==> src/rtl/riscv_pkg.sv <==
// Shared constants and types for the instruction-fetch front end.
package riscv_pkg;

    localparam int unsigned XLEN_DEF     = 32;
    localparam int unsigned INSTR_BYTES  = 4;
    localparam logic [31:0] RESET_PC_DEF = 32'h0000_0000;

    typedef struct packed {
        logic [XLEN_DEF-1:0] pc;
        logic [XLEN_DEF-1:0] instr;
    } fetch_entry_t;

endpackage

==> src/rtl/fetch_prefetch_unit_sync_fifo.sv <==
// Synchronous FIFO with flush; storage resets to RESET_VAL so the head is defined out of reset.
module sync_fifo #(
    parameter int unsigned      WIDTH     = 8,
    parameter int unsigned      DEPTH     = 4,
    parameter logic [WIDTH-1:0] RESET_VAL = '0
) (
    input  logic                       clk,
    input  logic                       rst,
    input  logic                       flush_i,
    input  logic                       push_i,
    input  logic [WIDTH-1:0]           wdata_i,
    input  logic                       pop_i,
    output logic [WIDTH-1:0]           rdata_o,
    output logic [$clog2(DEPTH+1)-1:0] count_o
);

    localparam int unsigned PW = $clog2(DEPTH);
    localparam int unsigned CW = $clog2(DEPTH+1);

    logic [WIDTH-1:0] mem_q [DEPTH];
    logic [PW-1:0]    rd_ptr_q, rd_ptr_d;
    logic [PW-1:0]    wr_ptr_q, wr_ptr_d;
    logic [CW-1:0]    cnt_q, cnt_d;
    logic             do_push, do_pop;

    assign do_push = push_i & (cnt_q != CW'(DEPTH));
    assign do_pop  = pop_i & (cnt_q != '0);

    always_comb begin
        rd_ptr_d = rd_ptr_q;
        wr_ptr_d = wr_ptr_q;
        cnt_d    = cnt_q;
        if (flush_i) begin
            rd_ptr_d = '0;
            wr_ptr_d = '0;
            cnt_d    = '0;
        end else begin
            if (do_push) wr_ptr_d = wr_ptr_q + 1'b1;
            if (do_pop)  rd_ptr_d = rd_ptr_q + 1'b1;
            cnt_d = cnt_q + CW'(do_push) - CW'(do_pop);
        end
    end

    always_ff @(posedge clk or posedge rst) begin
        if (rst) begin
            rd_ptr_q <= '0;
            wr_ptr_q <= '0;
            cnt_q    <= '0;
            for (int unsigned i = 0; i < DEPTH; i++) begin
                mem_q[i] <= RESET_VAL;
            end
        end else begin
            rd_ptr_q <= rd_ptr_d;
            wr_ptr_q <= wr_ptr_d;
            cnt_q    <= cnt_d;
            if (do_push && !flush_i) begin
                mem_q[wr_ptr_q] <= wdata_i;
            end
        end
    end

    assign rdata_o = mem_q[rd_ptr_q];
    assign count_o = cnt_q;

endmodule

==> src/rtl/fetch_prefetch_unit.sv <==
// Instruction-fetch front end: sequential PC generation, credit-limited pipelined
// requests, a PC tag queue paired with in-order responses, and a prefetch queue.
module fetch_prefetch_unit
    import riscv_pkg::*;
#(
    parameter int unsigned     XLEN     = 32,
    parameter int unsigned     DEPTH    = 4,
    parameter logic [XLEN-1:0] RESET_PC = XLEN'(RESET_PC_DEF)
) (
    input  logic            clk,
    input  logic            reset,
    input  logic            fetch_en,
    input  logic            redirect,
    input  logic [XLEN-1:0] redirect_pc,
    output logic            imem_req_valid,
    input  logic            imem_req_ready,
    output logic [XLEN-1:0] imem_req_addr,
    input  logic            imem_resp_valid,
    input  logic [XLEN-1:0] imem_resp_data,
    output logic            instr_valid,
    input  logic            instr_ready,
    output logic [XLEN-1:0] instr,
    output logic [XLEN-1:0] pc
);

    localparam int unsigned CW = $clog2(DEPTH+1);

    logic [XLEN-1:0]   fetch_pc_q, fetch_pc_d;
    logic [CW-1:0]     out_cnt_q, out_cnt_d;
    logic [CW-1:0]     drop_cnt_q, drop_cnt_d;

    logic [CW-1:0]     fifo_cnt, tag_cnt;
    logic [XLEN-1:0]   tag_head;
    logic [2*XLEN-1:0] fifo_head;
    logic [CW:0]       credit_sum;
    logic              credit_ok, req_fire, resp_fire, resp_keep, pop;

    assign credit_sum     = {1'b0, fifo_cnt} + {1'b0, out_cnt_q};
    assign credit_ok      = credit_sum < (CW+1)'(DEPTH);
    assign imem_req_valid = fetch_en & ~redirect & credit_ok & ~reset;
    assign imem_req_addr  = fetch_pc_q;
    assign req_fire       = imem_req_valid & imem_req_ready;

    // Stale responses never pop the tag queue: it was flushed at the redirect and
    // may already hold tags of post-redirect requests.
    assign resp_fire = imem_resp_valid & (out_cnt_q != '0);
    assign resp_keep = resp_fire & ~redirect & (drop_cnt_q == '0) & (tag_cnt != '0);

    assign instr_valid = (fifo_cnt != '0) & ~redirect;
    assign pop         = instr_valid & instr_ready;
    assign pc          = fifo_head[2*XLEN-1:XLEN];
    assign instr       = fifo_head[XLEN-1:0];

    always_comb begin
        fetch_pc_d = fetch_pc_q;
        out_cnt_d  = out_cnt_q + CW'(req_fire) - CW'(resp_fire);
        drop_cnt_d = drop_cnt_q;
        if (redirect) begin
            fetch_pc_d = redirect_pc;
            drop_cnt_d = out_cnt_q - CW'(resp_fire);
        end else begin
            if (req_fire) fetch_pc_d = fetch_pc_q + XLEN'(INSTR_BYTES);
            if (resp_fire && drop_cnt_q != '0) drop_cnt_d = drop_cnt_q - 1'b1;
        end
    end

    always_ff @(posedge clk or posedge reset) begin
        if (reset) begin
            fetch_pc_q <= RESET_PC;
            out_cnt_q  <= '0;
            drop_cnt_q <= '0;
        end else begin
            fetch_pc_q <= fetch_pc_d;
            out_cnt_q  <= out_cnt_d;
            drop_cnt_q <= drop_cnt_d;
        end
    end

    sync_fifo #(
        .WIDTH     (XLEN),
        .DEPTH     (DEPTH),
        .RESET_VAL (RESET_PC)
    ) u_tag_q (
        .clk     (clk),
        .rst     (reset),
        .flush_i (redirect),
        .push_i  (req_fire),
        .wdata_i (fetch_pc_q),
        .pop_i   (resp_keep),
        .rdata_o (tag_head),
        .count_o (tag_cnt)
    );

    sync_fifo #(
        .WIDTH     (2*XLEN),
        .DEPTH     (DEPTH),
        .RESET_VAL ({RESET_PC, {XLEN{1'b0}}})
    ) u_instr_q (
        .clk     (clk),
        .rst     (reset),
        .flush_i (redirect),
        .push_i  (resp_keep),
        .wdata_i ({tag_head, imem_resp_data}),
        .pop_i   (pop),
        .rdata_o (fifo_head),
        .count_o (fifo_cnt)
    );

endmodule
==> config.mk <==
export PLATFORM = sky130hd
export DESIGN_NAME = fetch_prefetch_unit
export DESIGN_NICKNAME = d
export VERILOG_FILES = /design/src/rtl/riscv_pkg.sv /design/src/rtl/fetch_prefetch_unit_sync_fifo.sv /design/src/rtl/fetch_prefetch_unit.sv
export SDC_FILE = /design/constraint.sdc
export NUM_CORES = 1
export LEC_CHECK = 0
export ABC_AREA = 1
export BUFFER_PORTS_ARGS = -buffer_cell sky130_fd_sc_hd__buf_2
export CAP_MARGIN = 0
export CELL_PAD_IN_SITES_DETAIL_PLACEMENT = 2
export CELL_PAD_IN_SITES_GLOBAL_PLACEMENT = 2
export CORE_MARGIN = 1
export CORE_UTILIZATION = 36
export DETAILED_ROUTE_END_ITERATION = 12
export GPL_TIMING_DRIVEN = 0
export PLACE_DENSITY = 0.84
export SLEW_MARGIN = 20
export SYNTH_ARGS = -nofsm -noshare
export SYNTH_HDL_FRONTEND = slang
export SYNTH_SLANG_ARGS = --single-unit
==> constraint.sdc <==
create_clock -name clk -period 7.6 [get_ports clk]
set_input_delay 0.38 -clock clk [delete_from_list [all_inputs] [get_ports clk]]
set_output_delay 0.38 -clock clk [all_outputs]
set_load 0.005 [all_outputs]
==> results of run 1 <==
sequential cells by signal, indices dropped and copies added, names as in the netlist:
name / flops
drop_cnt_q: 3
u_tag_q.count_o: 3
u_tag_q.wr_ptr_q: 2
u_instr_q.count_o: 3
imem_req_addr: 32
u_tag_q.mem_q: 128
out_cnt_q: 3
u_instr_q.mem_q: 256
u_instr_q.rd_ptr_q: 2
u_instr_q.wr_ptr_q: 2
u_tag_q.rd_ptr_q: 2
cell usage in the layout (no fill, tap or decap), types with 2 or more instances in the layout:
| master | netlist | routed |
|---|---|---|
| a21oi_1 | 5 | 5 |
| buf_1 | 18 | 18 |
| buf_12 | 2 | 2 |
| buf_16 | 0 | 4 |
| buf_2 | 34 | 202 |
| buf_4 | 3 | 3 |
| buf_6 | 34 | 34 |
| bufinv_16 | 0 | 3 |
| clkbuf_1 | 118 | 126 |
| clkbuf_16 | 0 | 52 |
| clkbuf_8 | 0 | 18 |
| clkinv_2 | 0 | 9 |
| dfrtp_1 | 436 | 436 |
| dlygate4sd3_1 | 0 | 2 |
| fa_1 | 3 | 3 |
| ha_1 | 20 | 20 |
| inv_1 | 90 | 90 |
| inv_2 | 5 | 4 |
| nand2_1 | 834 | 834 |
| nand2_2 | 2 | 2 |
| nand3_1 | 63 | 63 |
| nand3_2 | 2 | 2 |
| nand3_4 | 7 | 7 |
| nand4_1 | 257 | 257 |
| nor2_1 | 277 | 277 |
| nor3_1 | 3 | 3 |
| o211ai_1 | 7 | 7 |
| o21ai_0 | 318 | 317 |
| o21ai_1 | 59 | 60 |
| o22ai_1 | 64 | 64 |
| or2_2 | 2 | 2 |
| xnor2_1 | 4 | 4 |
| xor2_1 | 9 | 9 |
report_power, final:
part           total, mW  switching [mW]  internal, mW
combinational       2.10            1.52         0.574
clock               2.60            1.07          1.53
sequential          2.75           0.196          2.55
total               7.45            2.79          4.65
final timing paths:
kind	startpoint	end	slack [ps]	cells past startpoint
max in group asynchronous	reset	u_instr_q.mem_q[241]	5820	5
min in group asynchronous	reset	u_instr_q.mem_q[220]	370	3
worst min-delay path	redirect_pc[0]	imem_req_addr[0]	30	3
worst min register to register	u_instr_q.mem_q[138]	u_instr_q.mem_q[138]	470	2
worst max-delay path	u_instr_q.rd_ptr_q[0]	pc[1]	3840	6
worst max register to register	u_instr_q.count_o[2]	u_tag_q.count_o[2]	4580	14
worst reg2reg max path, delay by kind of cell (launching register included):
family                     cells  cell delay (ps)
xor gates and xnor gates       1              190
and+or+nand+nor                5              630
DFF                            1              470
adders and majority gates      3              860
buffers and inverters          5              740
synthesized netlist by cell type (all sizes together), types with 5 or more instances:
| master | number |
|---|---|
| nand3 | 72 |
| ha | 20 |
| o211ai | 7 |
| dfrtp | 436 |
| a21oi | 5 |
| nand4 | 257 |
| o21ai | 377 |
| nand2 | 836 |
| nor2 | 278 |
| xor2 | 9 |
| inv | 96 |
| buf | 91 |
| o22ai | 64 |
| clkbuf | 119 |
logic make-up after synthesis:
logic type | share of synthesized area (%)
fa+ha+maj | 1.44
buf+inv | 6.95
simple gates | 29.2
compound gates | 11.1
xor+xnor | 0.530
flops | 50.8
cell type report:
cell class              count  area, um2  share of cell area, %
flip-flops and latches    436      10900                   43.3
multi-input cells        1939       9080                   36.1
clock buffers              78       1580                   6.27
plain buffers             210       1130                   4.49
repair buffers            174        971                   3.85
well taps                 773        967                   3.84
inverters                  96        370                   1.47
clock inverters            16        176                  0.700
layer usage:
layer,share of wire [%],routed length [um],vias to the layer above,GRT usage [%]
met1,40,38400,11300,38.2
met4,4.2,4030,2,14.8
met3,5.0,4720,235,4.43
met5,0.014,13,-,0
li1,-,-,9460,-
met2,50,47900,694,55.6
per-stage QoR:
stage / setup TNS, ps / worst slack [ps] / instances / utilization, %
floorplan: 0 / 235 / 2681 / -
global placement: -1438020 / -2610 / 3622 / 39.5
detailed placement: 0 / 4500 / 3626 / 39.7
CTS: 0 / 3980 / 3722 / 42.7
global route: 0 / 3780 / 3722 / 42.7
finish: 0 / 3840 / 3722 / 42.7
repair_timing:
action                                 4_1_cts  5_1_grt
endpoints found under the hold margin       53        0
buffers inserted                             0        0
resized for setup                            0        0
hold buffers                                 2        0
==> metrics.md, run 1 <==
| Metric | Value |
|---|---|
| IO buf count | between 150 and 200 |
| Ant. Diodes | 0 |
| Max-cap violations | 0 |
| CTS sink count | 436 |
| Synth-to-layout area growth | 17.2% |
| Slew Limit Headroom | 13.7% |
| Worst Path Buf+Inv | 4 |
| CTS Buf Count | 52 |
| Worst path most repeated cell | clkbuf_1 |
| Detailed Route WL | 95100 um |
| Vias in the first global route | 24400 |
| Synth async-reset ratio | 100% |
| Chip height | between 200 and 250 um |
| Final Max Slew Viols | 0 |
| Post-synthesis sequential area ratio | 50.8% |
| Initial antenna violation count | 1 |
| Post-route minimum period | 3760 ps |
| Boundary pin count | 169 |
| Tightest Pin Transition | 1280 ps |
| Layout cells sized above 1 | 11.9% |
| Final worst-path cycle share | 49.4% |
| Synth area leader | dfrtp_1 |
| Crit-path cells | inv_1, clkbuf_1, clkbuf_1, nor2_1, o22ai_1, buf_2 |
| CP Max Fanout | 10 |
| Clock-pin slew on the worst setup and hold paths | 60 ps |
| Critical Setup Path Class | reg2out |
| First-pass DRT Iterations | 5 |
| Fmax | 0.266 GHz |
| Post-synth top area share | 50.8% |
| Iteration-0 DRC Markers | 1470 |
| FILL cells | 6777 |
| Routed WL per cell | approximately 26 um |
| Setup Viol. Count Final | 0 |
| Largest net degree at the start of global routing | 103 |
| Maximum vdd drop | 0.000179 V |
| P_leak | 12.8 nW |
| Final hold violation count | 0 |
| Initial Util | 36.4% |
| Full die area | a little over 60000 um2 |
| CTS tree | done |
| Unrepaired setup endpoints after global routing | no |
| DRC | 0 |
| Post-synthesis cell type count | 32 |
| Synth top area cells | dfrtp_1 (51%), nand2_1 (15%), nand4_1 (7.5%) |
| Synthesized area | 21500 um2 |
| Post-Syn Instances | roughly 2700 |
| Post-synth EDFFs | 0 |
| Pwr Total | 7.45 mW |
| Worst path top cell family by delay | buffers and inverters |
| H-tree depth | 2 |
| Critical Path Start Type | flip-flop |
| Via count | 21600 |
| FP Rows | 89 |
| Via/cell ratio | about 5.8 |
| #FFs+latches synth | 436 |
| Tot GR Track Use | about a third |
| Dominant synthesized flop cell | dfrtp_1 |
| DIE WIDTH | ~250 um |
| Setup crit end kind | primary output |
| Final Instance Area | between 20000 and 30000 um2 |
| Pwr Density | 296 nW/um2 |
| Status | complete, no violations |
| Setup Skew | 35.1 ps |
| Core Region | roughly 59000 um2 |
| Post-DRT Antenna Nets | 0 |
| Worst EP required | 7220 ps |
| Slowest CP cell | clkbuf_1 |
| Post-synthesis net count | between 2000 and 3000 |
| Skew-Pair Late Insertion Delay | approximately 630 ps |
| CTS root buf | clkbuf_16 |
| Worst path arrival time | 3380 ps |
| DPL Wire Length | between 60000 and 70000 um |
| Min Hold Slack | 33.1 ps |
| Critical path's largest stage delay | approximately 790 ps |
| DP Area | 23400 um2 |
| Yosys synthesis warning count | 0 |
| Synth Area per Inst | 8.02 um2 |
| Hold Crit Class | in2reg |
| Clock buffer depth | 3 |
| Placer Congestion | 0.869 |
| Global-route wire length before repair | about 150000 um |
| Gr ovfl total | 0 |
| Fin nets | 3003 |
Power figures use the tool's default switching activity.
==> run 2, diff against run 1 <==
--- a/config.mk
+++ b/config.mk
@@ -11,10 +11,10 @@
 export CELL_PAD_IN_SITES_DETAIL_PLACEMENT = 2
 export CELL_PAD_IN_SITES_GLOBAL_PLACEMENT = 2
 export CORE_MARGIN = 1
-export CORE_UTILIZATION = 36
+export CORE_UTILIZATION = 33
 export DETAILED_ROUTE_END_ITERATION = 12
 export GPL_TIMING_DRIVEN = 0
-export PLACE_DENSITY = 0.84
+export PLACE_DENSITY = 0.81
 export SLEW_MARGIN = 20
 export SYNTH_ARGS = -nofsm -noshare
 export SYNTH_HDL_FRONTEND = slang
==> constraint.sdc (replaced) <==
create_clock -name clk -period 3.2 [get_ports clk]
set_input_delay 0.16 -clock clk [delete_from_list [all_inputs] [get_ports clk]]
set_output_delay 0.16 -clock clk [all_outputs]
set_load 0.005 [all_outputs]
==> metrics.md, run 2 (same netlist as run 1, synthesis figures left out) <==
| Metric | Value |
|---|---|
| Status | complete, no violations (unchanged) |
| Setup Viol. Count Final | 0 (unchanged) |
| Vias in the first global route | 24500 (was 24400) |
| Ant. Diodes | 0 (unchanged) |
| Layout cells sized above 1 | 11.6% (was 11.9%) |
| Unrepaired setup endpoints after global routing | no (unchanged) |
| Boundary pin count | 169 (unchanged) |
| Post-DRT Antenna Nets | 0 (unchanged) |
| Multi-input logic area | 9090 um2 (was 9080 um2) |
| Worst EP required | 3040 ps (was 7220 ps) |
| P_leak | 13.0 nW (was 12.8 nW) |
| Chip height | 257 um (was 246 um) |
| Via/cell ratio | 5.60 (was 5.82) |
| Placer Congestion | 0.878 (was 0.869) |
| Core Region | 64300 um2 (was 59000 um2) |
| Critical Setup Path Class | reg2out (unchanged) |
| FF+latch area | 10900 um2 (unchanged) |
| Full die area | 66100 um2 (was 60700 um2) |
| Sum Neg Setup Slack | 0 ps (unchanged) |
| Tot GR Track Use | 28.7% (was 31.7%) |
| DPL Wire Length | 65200 um (was 64500 um) |
| Pwr Total | 17.9 mW (was 7.45 mW) |
| Routed WL per cell | 24.5 um (was 25.6 um) |
| Iteration-0 DRC Markers | 1251 (was 1470) |
| Via count | 21600 (about the same) |
| IO buf count | 168 (unchanged) |
| Commonest non-fill, non-tap cell in the layout | nand2_1 (unchanged) |
| Critical Path Start Type | flip-flop (unchanged) |
| Largest net degree at the start of global routing | 161 (was 103) |
| FILL cells | 7238 (was 6777) |
| Setup crit end kind | primary output (unchanged) |
| Detailed Route WL | 95000 um (was 95100 um) |
| CTS Buf Count | 52 (unchanged) |
| Worst path arrival time | 3030 ps (was 3380 ps) |
| Register-to-register setup slack | 180 ps (was 4580 ps) |
| Post-route minimum period | ~3200 ps |
| DIE WIDTH | 257 um (was 246 um) |
| CTS tree | done (unchanged) |
| Initial antenna violation count | 1 (unchanged) |
| Pwr Density | 690 nW/um2 (was 296 nW/um2) |
| Fin nets | 3066 (was 3003) |
| Global-route wire length before repair | 147000 um (about the same) |
| Hold Crit Class | in2reg (unchanged) |
| Gr ovfl total | 0 (unchanged) |
| Clock buffer depth | 3 (unchanged) |
| Setup bufs post-CTS | 0 (unchanged) |
| Max reg flops | 256 (unchanged) |
| H-tree depth | 2 (unchanged) |
| Skew-Pair Late Insertion Delay | 640 ps (was 630 ps) |
| DRC | 0 (unchanged) |
| CP Max Fanout | 10 (unchanged) |
| CTS sink count | 436 (unchanged) |
| Maximum vdd drop | 0.000372 V (was 0.000179 V) |
| Most frequent cells in the layout | nand2_1 (833), dfrtp_1 (436), o21ai_0 (317) (was nand2_1 (834), dfrtp_1 (436), o21ai_0 (317)) |
| First-pass DRT Iterations | 5 (unchanged) |
| Reg with most FFs | u_instr_q.mem_q (unchanged) |
| Final Max Slew Viols | 0 (unchanged) |
| Max-cap violations | 0 (unchanged) |
| Final hold violation count | 0 (unchanged) |
| Final worst-path cycle share | 99.8% |
| FP Rows | 93 (was 89) |
| Tightest Pin Transition | 1000 ps (was 1280 ps) |
| CTS root buf | clkbuf_16 (unchanged) |
| Clock-pin slew on the worst setup and hold paths | 60 ps (about the same) |
| Fmax | 0.313 GHz |
| Initial Util | 33.4% (was 36.4%) |
| Slew Limit Headroom | 33.0% (was 13.7%) |
| Setup Skew | 42.3 ps (was 35.1 ps) |
| Synth-to-layout area growth | 20.9% (was 17.2%) |
## run 2: cell types whose count changed in the layout (fill, tap and decap cells not counted), moves of 2 or more
cell,before,now
bufinv_16,3,5
clkbuf_1,126,131
clkbuf_2,1,4
clkbuf_8,18,15
clkinv_2,9,5
dlygate4sd3_1,2,66
inv_16,0,3
## run 2: power breakdown
| group | switching [mW] | leakage, nW | internal (mW) |
|---|---|---|---|
| Sequential | 0.457 | 5.97 | 6.06 |
| Combinational | 3.63 | 6.18 | 1.41 |
| Clock | 2.56 | 0.890 | 3.81 |
## run 2: final timing paths
kind,startpoint,endpoint,cells after the start
worst max-delay path,u_instr_q.rd_ptr_q[0],pc[31],6
worst min-delay path,imem_resp_valid,out_cnt_q[0],4
worst max register to register,drop_cnt_q[0],u_tag_q.count_o[2],16
worst min register to register,u_instr_q.mem_q[153],u_instr_q.mem_q[153],2
max in group asynchronous,reset,u_instr_q.mem_q[54],5
min in group asynchronous,reset,imem_req_addr[0],3
## run 2: repair_timing
item | in CTS | in global routing
hold buffers | 66 | 0
endpoints found under the hold margin | 284 | 0
gates resized for setup | 3 | 1
endpoints found under the setup margin | 53 | 1
## run 2: through the flow
step | area, um2 | utilization [%] | hold slack, ps | cells | worst slack (ps)
2_1_floorplan | 21500 | - | 281 | 2681 | 12.2
3_3_place_gp | 23400 | 36.4 | 368 | 3704 | -989
3_5_place_dp | 23500 | 36.5 | 144 | 3707 | 133
4_1_cts | 26000 | 40.4 | 17.2 | 3869 | 41.5
5_1_grt | 26000 | 40.4 | 43.9 | 3869 | 2.12
6_report | 26000 | 40.4 | 28.8 | 3869 | 7.11
## run 2: layout make-up
class	count	area share, %
inverters	96	1.46
clock buffers	84	6.13
clock inverters	12	0.829
well taps	855	4.12
multi-input cells	1939	35.0
flip-flops and latches	436	42.0
plain buffers	210	4.37
repair buffers	237	6.10
## run 2: critical path, stage by stage (launching register included)
cell and delay [ps]:
dfrtp_1 450, inv_1 190, clkbuf_2 450, clkbuf_1 570, nor2_1 120, o22ai_1 440
buf_2 210
## run 2: layer usage
layer	up-vias	routed length [um]	track usage, %
li1	9578	-	-
met1	11200	39400	35.3
met2	644	47600	50.4
met3	218	4340	3.91
met4	2	3580	11.5
met5	-	14	0
